<file path="src/rtl/rpm_moving_avg_if.sv">
// Sample/result bundle between the tooth-period capture logic and the
// RPM moving-sum filter. The capture side is the master, the filter the slave.
interface rpm_moving_avg_if #(
    parameter int LENGTH_INPUT = 16,
    parameter int DEPTH_LOG2   = 5,
    parameter int LENGTH_SUM   = LENGTH_INPUT + DEPTH_LOG2,
    parameter int LENGTH_WIN   = 3
);
    logic                    en;
    logic                    clear;
    logic [LENGTH_WIN-1:0]   win_log2;
    logic [LENGTH_INPUT-1:0] input_sample;
    logic [LENGTH_SUM-1:0]   output_sum;
    logic [LENGTH_SUM-1:0]   output_avg;
    logic                    out_valid;
    logic                    full;

    modport master (
        output en, clear, win_log2, input_sample,
        input  output_sum, output_avg, out_valid, full
    );

    modport slave (
        input  en, clear, win_log2, input_sample,
        output output_sum, output_avg, out_valid, full
    );
endinterface

</file>
<file path="src/rtl/rpm_moving_avg.sv">
// Runtime-configurable moving sum / moving average of RPM period samples.
// A circular buffer holds the most recent samples and a single accumulator
// tracks the window sum: each accepted sample is added, and once the window
// is full the sample falling out of the window is subtracted.
module rpm_moving_avg #(
    parameter int LENGTH_INPUT = 16,
    parameter int DEPTH_LOG2   = 5,
    parameter int LENGTH_SUM   = LENGTH_INPUT + DEPTH_LOG2,
    parameter int LENGTH_WIN   = 3
) (
    input  logic              clk,
    input  logic              reset,
    rpm_moving_avg_if.slave   bus
);
    localparam int DEPTH = 1 << DEPTH_LOG2;
    localparam logic [DEPTH_LOG2-1:0] PTR_ONE  = 1;
    localparam logic [DEPTH_LOG2:0]   FILL_ONE = 1;
    localparam logic [LENGTH_WIN-1:0] K_MAX    = LENGTH_WIN'(DEPTH_LOG2);

    logic [LENGTH_INPUT-1:0] mem [DEPTH];

    logic [LENGTH_SUM-1:0]   sum;
    logic [DEPTH_LOG2-1:0]   wr_ptr;
    logic [DEPTH_LOG2:0]     fill;
    logic [LENGTH_WIN-1:0]   k_reg;
    logic                    k_loaded;
    logic                    full_q;
    logic                    valid_q;

    logic [LENGTH_WIN-1:0]   k_in;
    logic [DEPTH_LOG2:0]     w_full;
    logic [DEPTH_LOG2-1:0]   rd_ptr;
    logic [LENGTH_INPUT-1:0] oldest;
    logic                    flush;
    logic                    accept;
    logic                    at_window;
    logic [DEPTH_LOG2:0]     fill_next;
    logic [LENGTH_SUM-1:0]   sum_next;

    // Window select clamping, oldest-sample lookup and next-sum arithmetic.
    // A window change (or the first clock after reset, which loads k_reg)
    // flushes exactly like clear, and any sample in that cycle is dropped.
    always_comb begin
        k_in      = (bus.win_log2 > K_MAX) ? K_MAX : bus.win_log2;
        w_full    = FILL_ONE << k_reg;
        // At the maximum window w_full truncates to zero, so the oldest slot
        // is the one about to be overwritten.
        rd_ptr    = wr_ptr - w_full[DEPTH_LOG2-1:0];
        oldest    = mem[rd_ptr];
        flush     = bus.clear || !k_loaded || (k_in != k_reg);
        accept    = bus.en && !flush;
        at_window = (fill == w_full);
        fill_next = at_window ? fill : fill + FILL_ONE;
        sum_next  = sum + LENGTH_SUM'(bus.input_sample)
                  - (at_window ? LENGTH_SUM'(oldest) : '0);
    end

    // Sample storage; contents are don't-care after reset or clear because
    // the fill gate keeps stale entries out of the sum.
    always_ff @(posedge clk) begin
        if (accept) begin
            mem[wr_ptr] <= bus.input_sample;
        end
    end

    // Accumulator, pointers, fill tracking and the registered status outputs.
    always_ff @(posedge clk or negedge reset) begin
        if (!reset) begin
            sum      <= '0;
            wr_ptr   <= '0;
            fill     <= '0;
            k_reg    <= '0;
            k_loaded <= 1'b0;
            full_q   <= 1'b0;
            valid_q  <= 1'b0;
        end else begin
            valid_q <= 1'b0;
            if (flush) begin
                sum      <= '0;
                fill     <= '0;
                full_q   <= 1'b0;
                k_reg    <= k_in;
                k_loaded <= 1'b1;
            end else if (bus.en) begin
                sum     <= sum_next;
                wr_ptr  <= wr_ptr + PTR_ONE;
                fill    <= fill_next;
                full_q  <= (fill_next == w_full);
                valid_q <= 1'b1;
            end
        end
    end

    assign bus.output_sum = sum;
    assign bus.output_avg = sum >> k_reg;
    assign bus.out_valid  = valid_q;
    assign bus.full       = full_q;
endmodule

</file>
<file path="src/flat_wrapper.sv">
// flat-port wrapper written by rule: the top's interface ports become plain ports
module rpm_moving_avg_flat 
#(
    parameter int LENGTH_INPUT = 16,
    parameter int DEPTH_LOG2   = 5,
    parameter int LENGTH_SUM   = LENGTH_INPUT + DEPTH_LOG2,
    parameter int LENGTH_WIN   = 3
)
  (clk, reset, bus_en, bus_clear, bus_win_log2, bus_input_sample, bus_output_sum, bus_output_avg, bus_out_valid, bus_full);
  rpm_moving_avg_if #(.LENGTH_INPUT(LENGTH_INPUT), .DEPTH_LOG2(DEPTH_LOG2), .LENGTH_SUM(LENGTH_SUM), .LENGTH_WIN(LENGTH_WIN)) bus_i ();
  input  logic clk;
  input  logic reset;
  input wire logic [$bits(bus_i.en)-1:0] bus_en;
  input wire logic [$bits(bus_i.clear)-1:0] bus_clear;
  input wire logic [$bits(bus_i.win_log2)-1:0] bus_win_log2;
  input wire logic [$bits(bus_i.input_sample)-1:0] bus_input_sample;
  output wire logic [$bits(bus_i.output_sum)-1:0] bus_output_sum;
  output wire logic [$bits(bus_i.output_avg)-1:0] bus_output_avg;
  output wire logic [$bits(bus_i.out_valid)-1:0] bus_out_valid;
  output wire logic [$bits(bus_i.full)-1:0] bus_full;
  assign bus_i.en = bus_en;
  assign bus_i.clear = bus_clear;
  assign bus_i.win_log2 = bus_win_log2;
  assign bus_i.input_sample = bus_input_sample;
  assign bus_output_sum = bus_i.output_sum;
  assign bus_output_avg = bus_i.output_avg;
  assign bus_out_valid = bus_i.out_valid;
  assign bus_full = bus_i.full;
  rpm_moving_avg #(.LENGTH_INPUT(LENGTH_INPUT), .DEPTH_LOG2(DEPTH_LOG2), .LENGTH_SUM(LENGTH_SUM), .LENGTH_WIN(LENGTH_WIN)) u_core (.clk(clk), .reset(reset), .bus(bus_i));
endmodule
</file>
<file path="config.mk">
export PLATFORM = sky130hd
export DESIGN_NAME = rpm_moving_avg_flat
export DESIGN_NICKNAME = d
export VERILOG_FILES = /design/src/rtl/rpm_moving_avg_if.sv /design/src/rtl/rpm_moving_avg.sv /design/src/flat_wrapper.sv
export SDC_FILE = /design/constraint.sdc
export NUM_CORES = 1
export LEC_CHECK = 0
export BUFFER_PORTS_ARGS = -buffer_cell sky130_fd_sc_hd__buf_2
export CORE_ASPECT_RATIO = 0.8
export CORE_MARGIN = 2
export CORE_UTILIZATION = 25
export CTS_CLUSTER_DIAMETER = 200
export DETAILED_ROUTE_END_ITERATION = 12
export GPL_ROUTABILITY_DRIVEN = 0
export HOLD_SLACK_MARGIN = 0.03
export PLACE_DENSITY = 0.46
export SLEW_MARGIN = 20
export SYNTH_ARGS = -nofsm -noshare
export SYNTH_HDL_FRONTEND = slang
export SYNTH_SLANG_ARGS = --single-unit
</file>
<file path="constraint.sdc">
create_clock -name clk -period 7.4 [get_ports clk]
set_input_delay 1.11 -clock clk [delete_from_list [all_inputs] [get_ports clk]]
set_output_delay 1.11 -clock clk [all_outputs]
set_load 0.01 [all_outputs]
</file>
==> flow_summary.json, run 1 <==
{
  "drive_gt1_frac": 0.273,
  "slew_headroom": 0.275,
  "rr_worst_depth": 21,
  "port_buffers": 66,
  "syn_nets": 1395,
  "reg2reg_to": "u_core.bus.output_sum[14]$_DFFE_PN0P_",
  "dp_hpwl_um": 39500,
  "dpl_cell_area_um2": 26100,
  "cpPeakStageDelay_ps": 1080,
  "timing.rr.start": "u_core.k_reg[1]$_DFFE_PN0N_",
  "postRouteAntennaNets": 0,
  "hold_class": "flop to flop",
  "min_to": "u_core.bus.full$_DFFE_PN0P_",
  "top_register": "u_core.mem",
  "largest_reg_flops": 512,
  "tightest_slew_ps": 1090,
  "start_util": 0.252,
  "grt_usage": 0.131,
  "routed_wl_um": 63900,
  "grt_max_degree": 44,
  "clock-sinks": 550,
  "final_cell_mix": "edfxtp_1, mux4_2, inv_1",
  "drv_cap": 0,
  "crit_family": "adder cells",
  "status": "finished, final reports clean",
  "yosysWarnings": 0,
  "routedWlPerCell_um": 23.6,
  "fmax_mhz": 156,
  "vias": 12400,
  "netlist_area_um2": 23800,
  "hold-worst-slack_ps": 537,
  "path_buf_inv": 5,
  "pwr-share-seq": 0.339,
  "worstSetupPathType": "flop to flop",
  "post_cts_buffers": 0,
  "ys_seq_area_frac": 0.685,
  "p_clk_frac": 0.256,
  "cp_data_arrival_time_ps": 6900,
  "grt_overflow": 0,
  "wl_met1_um": 31300,
  "p_int_mw": 6.72,
  "chipHeight_um": 280,
  "seq_area_um2": 16300,
  "critPathLaunchType": "flop",
  "route.met2.wl_um": 27300,
  "die_x_um": 349,
  "pin_count": 67,
  "fin_crit_ps": 6410,
  "fillers": 9299,
  "vias_per_cell": 4.57,
  "synth_edf_count": 512,
  "total_leakage_power_nw": 9.27,
  "finalCritPeriodShare": 0.866,
  "min_from": "u_core.bus.full$_DFFE_PN0P_",
  "critPathLaunch": "u_core.k_reg[1]$_DFFE_PN0N_",
  "syn_area_per_cell_um2": 18.0,
  "critPathMaxFanout": 43,
  "crit_chain": "buf_4, nor2b_2, nand2_1, inv_1, fa_4, buf_4, mux4_2, mux4_2, mux2i_1, buf_4, nor2_1, fa_1, inv_1, ha_1, a21oi_1, o22ai_1, o21ai_1, nor2_1, a31oi_1, xnor2_1, a22o_1",
  "switching_share": 0.342,
  "skew_ps": 27.5,
  "wl_met3_um": 4260,
  "nets": 1505,
  "final_common_cell": "edfxtp_1",
  "min_delay_path_depth": 2,
  "antenna_found_initial": 6,
  "r2r_slack_ps": 990,
  "syn_to_final_growth_pct": 16.3,
  "insertion_delay_ps": 630,
  "drc": 0,
  "ys_types": 66,
  "grt_pass1_vias": 12700,
  "rsz0062_at_grt": "false",
  "vdd_drop_max_v": 0.000188,
  "worstPathRequired_ps": 7900,
  "ctsHoldBuffers": 0,
  "dieArea_um2": 97900,
  "fin_setup_tns_ps": 0,
  "numCtsBuffers": 53,
  "highest_layer": "met5",
  "multi_input_area_um2": 7060,
  "drtIter0Drc": 953,
  "core_area_um2": 94700,
  "syn_inst": 1325,
  "num_antenna_cells": 0,
  "p_per_area_nw_per_um2": 368,
  "setup_viol": 0,
  "ctsResizeCount": 0,
  "cts_buffer_depth": 3,
  "async_flop_share": 0.0691,
  "ys_seq_elements": 550,
  "dr.pass1.iters": 5,
  "cts_tree": "built",
  "hold_viol": 0,
  "p_switching_mw": 3.49,
  "crit_top_cell": "buf_4",
  "rows": 101,
  "cp_slowest_cell": "fa_4",
  "stdcell_area_um2": 27700,
  "clk_pin_slew_ps": 70,
  "htree_levels": 2,
  "slew_viol_final": 0,
  "synthFlopType": "edfxtp_1",
  "pwr-share-comb": 0.405,
  "grt_pass1_wl_um": 92600,
  "cts.root.buffer_cell": "clkbuf_16",
  "cp-end-kind": "flop"
}
## metal layers
| metal | global-route usage | vias to the layer above |
|---|---|---|
| met5 | 0 | - |
| met4 | 0.0267 | 10 |
| met3 | 0.0316 | 72 |
| met2 | 0.191 | 327 |
| met1 | 0.197 | 6530 |
| li1 | - | 5444 |
## cell usage after synthesis (5+ instances only)
library cell | n | area, µm²
ha_1 | 30 | 375
and2_1 | 5 | 31.3
mux4_2 | 163 | 3670
nor3_1 | 18 | 90.1
a22o_1 | 5 | 43.8
dfrtp_1 | 38 | 951
a21oi_1 | 29 | 145
edfxtp_1 | 512 | 15400
clkbuf_1 | 41 | 154
nand3_1 | 11 | 55.1
inv_1 | 81 | 304
and3_1 | 8 | 50.1
nand2_1 | 53 | 199
xnor2_1 | 20 | 175
xor2_1 | 16 | 140
a211oi_1 | 5 | 37.5
nand3b_1 | 6 | 45.0
mux2i_1 | 38 | 380
a31oi_1 | 5 | 31.3
fa_1 | 17 | 340
buf_1 | 5 | 18.8
o21bai_1 | 5 | 37.5
buf_2 | 19 | 95.1
nor2_1 | 84 | 315
a21o_1 | 13 | 97.6
nand4_1 | 5 | 31.3
o21ai_0 | 32 | 160
## cell type report
cell class / count / share of cell area
Timing Repair Buffer: 124 / 0.0309
Clock inverter: 24 / 0.00840
Clock buffer: 70 / 0.0502
Tap cell: 1236 / 0.0558
Inverter: 82 / 0.0111
Multi-Input combinational cell: 624 / 0.255
Sequential cell: 550 / 0.589
## worst reg2reg max path, cell delays in order (launching register included)
cell and delay [ps]:
dfrtp_1 350, buf_4 400, nor2b_2 120, nand2_1 130, inv_1 60, fa_4 1080
buf_4 400, mux4_2 360, mux4_2 510, mux2i_1 280, buf_4 200, nor2_1 50
fa_1 480, inv_1 40, ha_1 320, a21oi_1 230, o22ai_1 160, o21ai_1 470
nor2_1 150, a31oi_1 230, xnor2_1 100, a22o_1 180
## worst max path at each step
stage / slack [ps] / depth (start not counted) / endpoint
floorplan: 2140 / 20 / u_core.bus.output_sum[20]$_DFFE_PN0P_
global placement: 1000 / 21 / u_core.bus.output_sum[14]$_DFFE_PN0P_
detailed placement: 980 / 21 / u_core.bus.output_sum[14]$_DFFE_PN0P_
CTS: 960 / 21 / u_core.bus.output_sum[14]$_DFFE_PN0P_
global route: 680 / 21 / u_core.bus.output_sum[14]$_DFFE_PN0P_
finish: 990 / 21 / u_core.bus.output_sum[14]$_DFFE_PN0P_
## logic make-up (layout without fill, tap and decap cells)
group	count (synthesis)	after routing	share of synthesized area
compound gates	125	125	0.0334
xor+xnor	36	36	0.0132
fa+ha+maj	47	47	0.0300
buf+inv	151	300	0.0256
flops	550	550	0.685
mux	202	202	0.170
other cells	1	1	0.000157
simple gates	213	213	0.0425
## through the flow
| stage | worst slack [ps] | instances | util | total power, mW |
|---|---|---|---|---|
| 5_1_grt | 679 | 2710 | 0.293 | 10.7 |
| 2_1_floorplan | 2140 | 1325 | - | 6.31 |
| 4_1_cts | 959 | 2709 | 0.293 | 10.4 |
| 3_5_place_dp | 982 | 2615 | 0.276 | 7.73 |
| 3_3_place_gp | 1000 | 2615 | 0.276 | 7.72 |
| 6_report | 992 | 2710 | 0.293 | 10.2 |
## power by group through the flow
| stage | Sequential (mW) | Clock (mW) | Combinational, mW |
|---|---|---|---|
| 6_report | 3.46 | 2.62 | 4.14 |
| 5_1_grt | 3.46 | 2.80 | 4.48 |
| 4_1_cts | 3.46 | 2.69 | 4.21 |
| 3_5_place_dp | 3.52 | 0 | 4.20 |
| 3_3_place_gp | 3.52 | 0 | 4.20 |
| 2_1_floorplan | 3.50 | 0 | 2.80 |
Note: power is estimated with default switching activity, not from simulation.
==> inputs of run 2 (changes only) <==
--- a/config.mk
+++ b/config.mk
@@ -6,7 +6,7 @@
 export NUM_CORES = 1
 export LEC_CHECK = 0
 export BUFFER_PORTS_ARGS = -buffer_cell sky130_fd_sc_hd__buf_2
-export CORE_ASPECT_RATIO = 0.8
+export CORE_ASPECT_RATIO = 0.7
 export CORE_MARGIN = 2
 export CORE_UTILIZATION = 25
 export CTS_CLUSTER_DIAMETER = 200
==> run 2 against run 1 <==
Effect of this change: first-iteration DRC count is 30% higher; maximum frequency increased by 0.74%; register-to-register slack gained 50 ps; global-route usage shrank 0.051 points; flip-flop and latch count did not move; setup slack gained 47 ps; wire length grew 1.3%; critical endpoint is now u_core.bus.output_sum[18]$_DFFE_PN0P_.
==> flow_summary.json, run 2 (synthesis gave the netlist of run 1 again) <==
{
  "status": "finished, final reports clean",
  "setup_viol": 0,
  "tightest_slew_ps": 964,
  "critPathMaxFanout": 30,
  "finalCritPeriodShare": 0.860,
  "pin_count": 67,
  "rsz0062_at_grt": "false",
  "nets": 1495,
  "grt_pass1_vias": 12800,
  "finalPower_mw": 10.2,
  "hold-worst-slack_ps": 480,
  "worstSetupPathType": "flop to flop",
  "routed_wl_um": 64700,
  "cp_data_arrival_time_ps": 6870,
  "final_cell_mix": "edfxtp_1, mux4_2, inv_1",
  "drv_cap": 0,
  "worstPathRequired_ps": 7910,
  "clock-sinks": 550,
  "cts.root.buffer_cell": "clkbuf_16",
  "top_register": "u_core.mem",
  "slew_viol_final": 0,
  "cp_slowest_cell": "fa_4",
  "slew_headroom": 0.356,
  "rows": 94,
  "crit_cells": 20,
  "clk_pin_slew_ps": 70,
  "ctsResizeCount": 0,
  "seq_area_um2": 16300,
  "routedWlPerCell_um": 23.8,
  "crit_family": "adder cells",
  "chipHeight_um": 262,
  "stdcell_area_um2": 27700,
  "grt_overflow": 0,
  "core_area_um2": 94200,
  "cts_buffer_depth": 3,
  "drtIter0Drc": 1238,
  "multi_input_area_um2": 7110,
  "dr.pass1.iters": 5,
  "hold_class": "input pin to async pin",
  "insertion_delay_ps": 620,
  "rr_worst_depth": 20,
  "largest_reg_flops": 512,
  "path_buf_inv": 4,
  "ctsHoldBuffers": 0,
  "crit_chain": "buf_4, nor2b_2, nand2_1, inv_1, fa_4, buf_4, mux4_2, mux4_2, mux2i_1, nor2_1, fa_1, inv_1, ha_1, o21ai_0, a32oi_1, o21ai_1, nor4_1, nor3_1, xnor2_1, a22o_1",
  "grt_pass1_wl_um": 93000,
  "numCtsBuffers": 53,
  "cp-end-kind": "flop",
  "skew_ps": 17.8,
  "grt_usage": 0.131,
  "vias": 12700,
  "drc": 0,
  "fin_crit_ps": 6360,
  "dpl_cell_area_um2": 26100,
  "hold_viol": 0,
  "final_core_util": 0.294,
  "post_cts_buffers": 0,
  "postRouteAntennaNets": 0,
  "critPathLaunchType": "flop",
  "total_leakage_power_nw": 9.20,
  "port_buffers": 66,
  "syn_to_final_growth_pct": 16.1,
  "dp_hpwl_um": 40200,
  "fin_setup_tns_ps": 0,
  "antenna_found_initial": 3,
  "dieArea_um2": 97900,
  "cts_tree": "built",
  "p_per_area_nw_per_um2": 368,
  "fillers": 9251,
  "vdd_drop_max_v": 0.000178,
  "die_x_um": 373,
  "fmax_mhz": 157,
  "htree_levels": 2,
  "cpPeakStageDelay_ps": 960,
  "grt_max_degree": 57,
  "drive_gt1_frac": 0.270,
  "final_common_cell": "edfxtp_1",
  "vias_per_cell": 4.67,
  "start_util": 0.253
}
-- run 2: worst paths after layout --
check / slack (ps) / to / start
max in group asynchronous: 6490 / u_core.fill[0]$_DFFE_PN0P_ / reset
min in group clk: 530 / u_core.bus.full$_DFFE_PN0P_ / u_core.bus.full$_DFFE_PN0P_
hold reg to reg: 530 / u_core.bus.full$_DFFE_PN0P_ / u_core.bus.full$_DFFE_PN0P_
setup / recovery: 1040 / u_core.bus.output_sum[18]$_DFFE_PN0P_ / u_core.k_reg[0]$_DFFE_PN0N_
hold / removal: 480 / u_core.bus.output_sum[17]$_DFFE_PN0P_ / reset
setup reg to reg: 1040 / u_core.bus.output_sum[18]$_DFFE_PN0P_ / u_core.k_reg[0]$_DFFE_PN0N_
-- run 2: area by class of cell --
type / count / share of cell area
flip-flops and latches: 550 / 0.590
well taps: 1248 / 0.0564
inverters: 82 / 0.0111
clock inverters: 27 / 0.00691
multi-input cells: 624 / 0.257
repair buffers: 114 / 0.0273
diodes: 1 / 0.0000904
clock buffers: 71 / 0.0519
-- run 2: report_power, final --
| group | internal, mW | total, mW | switching (mW) |
|---|---|---|---|
| registers | 3.42 | 3.46 | 0.0364 |
| logic | 1.83 | 4.10 | 2.28 |
| clock network | 1.43 | 2.62 | 1.19 |
-- run 2: per-stage QoR --
step / setup slack (ps) / cells
3_3_place_gp: 1120 / 2618
5_1_grt: 646 / 2716
3_5_place_dp: 1110 / 2618
6_report: 1040 / 2717
2_1_floorplan: 2140 / 1325
4_1_cts: 1080 / 2716
-- run 2: layer usage --
layer	vias to the layer above	wire length, µm	global-route usage
li1	5431	-	-
met1	6886	33000	0.203
met2	284	27500	0.188
met3	77	3080	0.0232
met4	4	1070	0.0274
met5	-	27	0
